==> src/rtl/gen_lfsr.sv <==
// Fibonacci-style LFSR with serial/parallel load, single-step control and
// an autonomous run-burst mode driven by a down-counter.
module gen_lfsr #(
  parameter int unsigned           WIDTH    = 23,
  parameter logic [WIDTH-1:0]      TAP_MASK = 23'h700080,
  parameter int unsigned           CLK_BIT  = 10,
  parameter int unsigned           LEN_W    = 8
) (
  input  logic             clk,
  input  logic             reset_n,
  input  logic [1:0]       mode,
  input  logic             trigger,
  input  logic             shift_bit,
  input  logic [WIDTH-1:0] load_data,
  input  logic             burst_start,
  input  logic [LEN_W-1:0] burst_len,
  output logic [WIDTH-1:0] Z,
  output logic             out_bit,
  output logic             clk_bit,
  output logic             zero_flag,
  output logic             busy,
  output logic             burst_done
);

  typedef enum logic {
    IDLE  = 1'b0,
    BURST = 1'b1
  } state_t;

  state_t           state;
  logic [LEN_W-1:0] count;
  logic             fb;
  logic [WIDTH-1:0] run_next;
  logic [WIDTH-1:0] serial_next;

  // Feedback parity over the tapped bits and the two candidate next states.
  always_comb begin
    fb          = ^(Z & TAP_MASK);
    run_next    = {Z[WIDTH-2:0], fb};
    serial_next = {Z[WIDTH-2:0], fb ^ shift_bit};
  end

  assign out_bit   = Z[WIDTH-1];
  assign clk_bit   = Z[CLK_BIT];
  assign zero_flag = (Z == '0);

  // Register update and IDLE/BURST control; burst_start takes priority over
  // trigger in IDLE, and BURST ignores all control inputs.
  always_ff @(posedge clk or negedge reset_n) begin
    if (!reset_n) begin
      Z          <= '0;
      count      <= '0;
      state      <= IDLE;
      busy       <= 1'b0;
      burst_done <= 1'b0;
    end else begin
      burst_done <= 1'b0;
      case (state)
        IDLE: begin
          if (burst_start) begin
            if (burst_len != '0) begin
              count <= burst_len;
              state <= BURST;
              busy  <= 1'b1;
            end else begin
              burst_done <= 1'b1;
            end
          end else if (trigger) begin
            case (mode)
              2'b01:   Z <= serial_next;
              2'b10:   Z <= run_next;
              2'b11:   Z <= load_data;
              default: Z <= Z;
            endcase
          end
        end
        BURST: begin
          Z     <= run_next;
          count <= count - LEN_W'(1);
          if (count == LEN_W'(1)) begin
            state      <= IDLE;
            busy       <= 1'b0;
            burst_done <= 1'b1;
          end
        end
        default: state <= IDLE;
      endcase
    end
  end

endmodule
==> config.mk <==
export PLATFORM = sky130hd
export DESIGN_NAME = gen_lfsr
export DESIGN_NICKNAME = d
export VERILOG_FILES = /design/src/rtl/gen_lfsr.sv
export SDC_FILE = /design/constraint.sdc
export NUM_CORES = 1
export LEC_CHECK = 0
export ABC_AREA = 1
export CORE_UTILIZATION = 45
export DETAILED_ROUTE_END_ITERATION = 12
export PLACE_DENSITY = 0.87
export SETUP_SLACK_MARGIN = 0.4
export SLEW_MARGIN = 20
export SYNTH_ARGS = -nofsm -noshare
export SYNTH_HDL_FRONTEND = slang
export SYNTH_SLANG_ARGS = --single-unit
==> constraint.sdc <==
create_clock -name clk -period 2.89 [get_ports clk]
set_clock_uncertainty 0.2 [all_clocks]
set_input_delay 0.289 -clock clk [delete_from_list [all_inputs] [get_ports clk]]
set_output_delay 0.289 -clock clk [all_outputs]
set_load 0.02 [all_outputs]
### Word level (Yosys, flattened, before mapping)

Index checks and enable logic that the tools add are counted.

* register bits: 34
* input port bits: 38
* output and inout bits: 28

* add/sub/neg operators: 1
* equality and inequality tests: 10
* multiplexer cells: 19
* bitwise logic cells: 2
* reductions and logical operators: 6

Operator list (count)
* 23-bit one-hot mux with 3 select lines: 1
* 23-bit 2-to-1 mux: 2
* 23-bit one-hot mux with 2 select lines: 1
* 23-bit zero test: 1
* 23-bit parity: 1
* 8-bit 2-to-1 mux: 2
* 8-bit one-hot mux with 2 select lines: 1
* 1-bit 2-to-1 mux: 9
* 8-bit by 1-bit equality test with 1-bit output, second input constant: 1
* 2-bit inequality test, second input constant: 4
* 8-bit nonzero test: 1
* 8-bit by 1-bit subtractor with 8-bit output, second input constant: 1
* 1-bit one-hot mux with 2 select lines: 3
* 3-bit AND reduction: 2
* 2-bit equality test, second input constant: 2
* 4-bit by 1-bit inequality test with 1-bit output, second input constant: 1
* 2-bit by 1-bit equality test with 1-bit output, second input constant: 1
* 2-bit by 1-bit inequality test with 1-bit output, second input constant: 1
* 2-bit AND reduction: 1
* 1-bit NOT: 1
* 1-bit bitwise XOR: 1

### Logic depth before layout (Yosys ltp)

* word-level depth: 6
* depth in mapped cells: 11
* depth with buffers taken out: 11

### Worst setup path before layout

OpenSTA, ideal clock, no wires.

* path type: register to output
* from: register Z[20]
* to: output zero_flag
* data arrival time: 1.515 ns
* required time: 2.401 ns
* slack: 0.886 ns
* cell stages (with the launch flop): 7
* buffers on the path: 0
* cells stage by stage: dfrtp_1 inv_1 ha_1 nand3_1 nor2_1 nand2_1 nor4_1

* cells in the longest elaborated chain, start to end: 1

Ends and longest elaborated chain
* start: declaration: RTL line 17 `output logic [WIDTH-1:0] Z,`
* start signal: assignment: RTL line 70 `2'b01: Z <= serial_next;`
* start signal: assignment: RTL line 71 `2'b10: Z <= run_next;`
* start signal: assignment: RTL line 72 `2'b11: Z <= load_data;`
* 23-bit zero test: RTL line 45 `assign zero_flag = (Z == '0);`
* end: declaration: RTL line 20 `output logic zero_flag,`

Every way passes these cells.

### Worst setup path after layout

* from: register Z[7]
* to: output zero_flag

Same word-level chain as after synthesis.

==> impl_metrics.csv <==
group,metric,value,unit
timing,worst_slew_pin_slew,638.1,ps
cts,clk_pin_slew,70,ps
worst_hold_path,holdCritPathClass,"input port to async pin",
timing,drv_slew,0,
timing,setup_viol,0,
timing,fin_setup_tns,0,ps
floorplanning,die_y,68.43,um
global_routing,grt_usage,24.42,%
floorplanning,ios,66,
cells_and_area,drive_above_1_share,4.688,%
power_and_ir_drop,netSwitchingPower,1.216,mW
power_and_ir_drop,p_sw_share,43.95,%
power_and_ir_drop,seqPwrFrac,33.9,%
cts,cts_tree,"done",
setup_path,start_kind,"flip-flop",
cells_and_area,nets,360,
setup_path,worstPathRequired,2400,ps
setup_path,critical_path_arrival,1760,ps
power_and_ir_drop,power_frac_clock,13.1,%
cts,cts.path.max_buffers,2,
cts,htree_levels,2,
power_and_ir_drop,power.total,2.768,mW
synth,ys_types,25,
cells_and_area,area_delta_synth_final,36.80,%
global_routing,grt_max_degree,44,
placed_design,port_buffers,65,
floorplanning,core_area,4115,sq um
routing,ant_nets,0,
global_routing,grt_pass1_wl,8.369,mm
power_and_ir_drop,pwr-share-comb,53.0,%
floorplanning,rows,23,
floorplanning,die_area,4682,sq um
global_routing,grt_overflow_total,0,
placed_design,dp_hpwl,3.752,mm
power_and_ir_drop,power_density,1019,nW/um^2
synth,synth_nets,301,
cts,clk_latency,290,ps
routing,drc,0,
global_routing,antenna_found_initial,0,
cts,cts_buffers,5,
timing,finalHoldViolCount,0,
timing,period_minus_slack,2246,ps
routing,totalWireLength,5.170,mm
synth,ys_top_cells_by_area,"dfrtp_1 (43%), nand3_1 (8.1%), inv_1 (7.0%)",
cts,clock_sinks,34,
power_and_ir_drop,p_int,1.551,mW
setup_path,worstSetupPathType,"flip-flop to output port",
synth,synth_top_cell_area_share,42.85,%
cells_and_area,final_core_util,66.01,%
cts,cts-root-buf,"clkbuf_8",
timing,finalCritPeriodShare,77.71,%
timing,rsz0062_at_grt,"false",
synth,synth_top_area_cell,"dfrtp_1",
timing,fin_hold_ws,196.3,ps
power_and_ir_drop,power.leakage,1.191,nW
routing,routedWlPerCell,13.97,um
routing,vias,2090,
synth,syn_area_per_cell,7.637,sq um
power_and_ir_drop,peakVddDrop,0.4212,mV
synth,syn_area,1986,sq um
routing,drtIter0Drc,284,
cells_and_area,insertedDiodeCount,0,
synth,ys_warn_count,0,
outcome,status,"complete, no violations",
routing,first_pass_iters,5,
global_routing,grt_pass1_vias,1887,
timing,max_slew_margin,57.46,%
floorplanning,chipWidth,68.43,um
setup_path,path_max_fanout,5,
routing,viasPerCell,5.649,
flow_run,cap_violations,0,
floorplanning,initial_core_util,48.25,%
synth,postSynthCellCount,260,
setup_path,worstSetupEndpointType,"output port",
synth,ys_seq_area_share,42.85,%
placed_design,gp_congestion,0.8403,
setup_path,r2r_cells,5,
setup_path,rrSetupSlack,810,ps
synth,ys_ff_latch,34,
timing,max_freq,445.3,MHz
==> area by class of cell <==
class	instances	area, sq um
inverters	38	142.6
repair buffers	67	664.4
clock inverters	1	5.005
flip-flops and latches	34	850.8
well taps	50	62.56
clock buffers	7	86.33
multi-input cells	173	904.6
fillers	349	1399
==> per-layer routing <==
layer  wire (um)  vias up  part of all wire [%]  GRT usage [%]
met3         396        9                   7.7          4.833
li1            -     1011                     -              -
met2        2561      102                    50          41.79
met5           0        -                     0              0
met1        2141      968                    41          30.71
met4          70        0                   1.4          7.552
==> synthesized netlist by cell type (all sizes together) <==
library cell / count
inv: 38
dfrtp: 34
o21ai: 34
nand2: 32
nand3: 32
nor3: 22
o22ai: 20
nor2: 15
buf: 12
nand4: 9
clkbuf: 3
ha: 3
a31oi: 1
nor4: 1
o211ai: 1
o21a: 1
o21bai: 1
xor2: 1
==> kinds of logic after synthesis <==
family          after synthesis  synth area share, %
compound gates               58                16.57
xor+xnor                      1               0.4412
fa+ha+maj                     3                1.891
buf+inv                      53                11.59
flops                        34                42.85
simple gates                111                26.65
==> timing repair <==
action                     4_1_cts  5_1_grt
hold buffers                     0        0
setup endpoints to repair        1        0
setup buffers                    0        0
resized for setup                1        0
==> critical path, cell delays in order, from the launching register on <==
cell and delay, ps:
dfrtp_1 450, inv_1 160, nand4_1 120, nor2_1 130, nand2_1 60, nor4_1 170, dlygate4sd2_1 370
==> registers in the layout (all words and copies together), names as in the netlist <==
signal,flops
state,1
busy,1
burst_done,1
Z,23
count,8
==> stage by stage <==
stage	instance area [sq um]	worst slack, ps	std cells
after CTS	2716	656.0	370
after detailed placement	2626	682.6	362
after global placement	2626	704.3	362
after global routing	2716	558.5	370
final	2716	644.3	370
after floorplan	1986	885.7	260
==> power groups by stage <==
stage / sequential, mW / combinational (mW) / clock [mW]
2_1_floorplan: 1.09 / 0.702 / 0
3_3_place_gp: 0.929 / 1.41 / 0
3_5_place_dp: 0.940 / 1.45 / 0
4_1_cts: 0.933 / 1.46 / 0.371
5_1_grt: 0.968 / 1.63 / 0.387
6_report: 0.939 / 1.47 / 0.363
==> placed cells by master (no fill, tap or decap), drive strengths merged <==
master	instances
clkdlybuf4s50	64
inv	38
dfrtp	34
o21ai	34
nand3	32
nand2	32
nor3	22
o22ai	20
nor2	15
nand4	9
clkbuf	7
ha	3
buf	2
nor4	1
o21a	1
o211ai	1
a31oi	1
xor2	1
o21bai	1
clkinv	1
dlygate4sd2	1
==> path summary, 6_finish.rpt <==
check | from | to
worst max-delay path | Z[7] | zero_flag
worst min-delay path | reset_n | Z[9]
worst max register to register | state | Z[15]
worst min register to register | busy | busy
max in group asynchronous | reset_n | count[4]
min in group clk | busy | busy
Power figures use the tool's default switching activity.
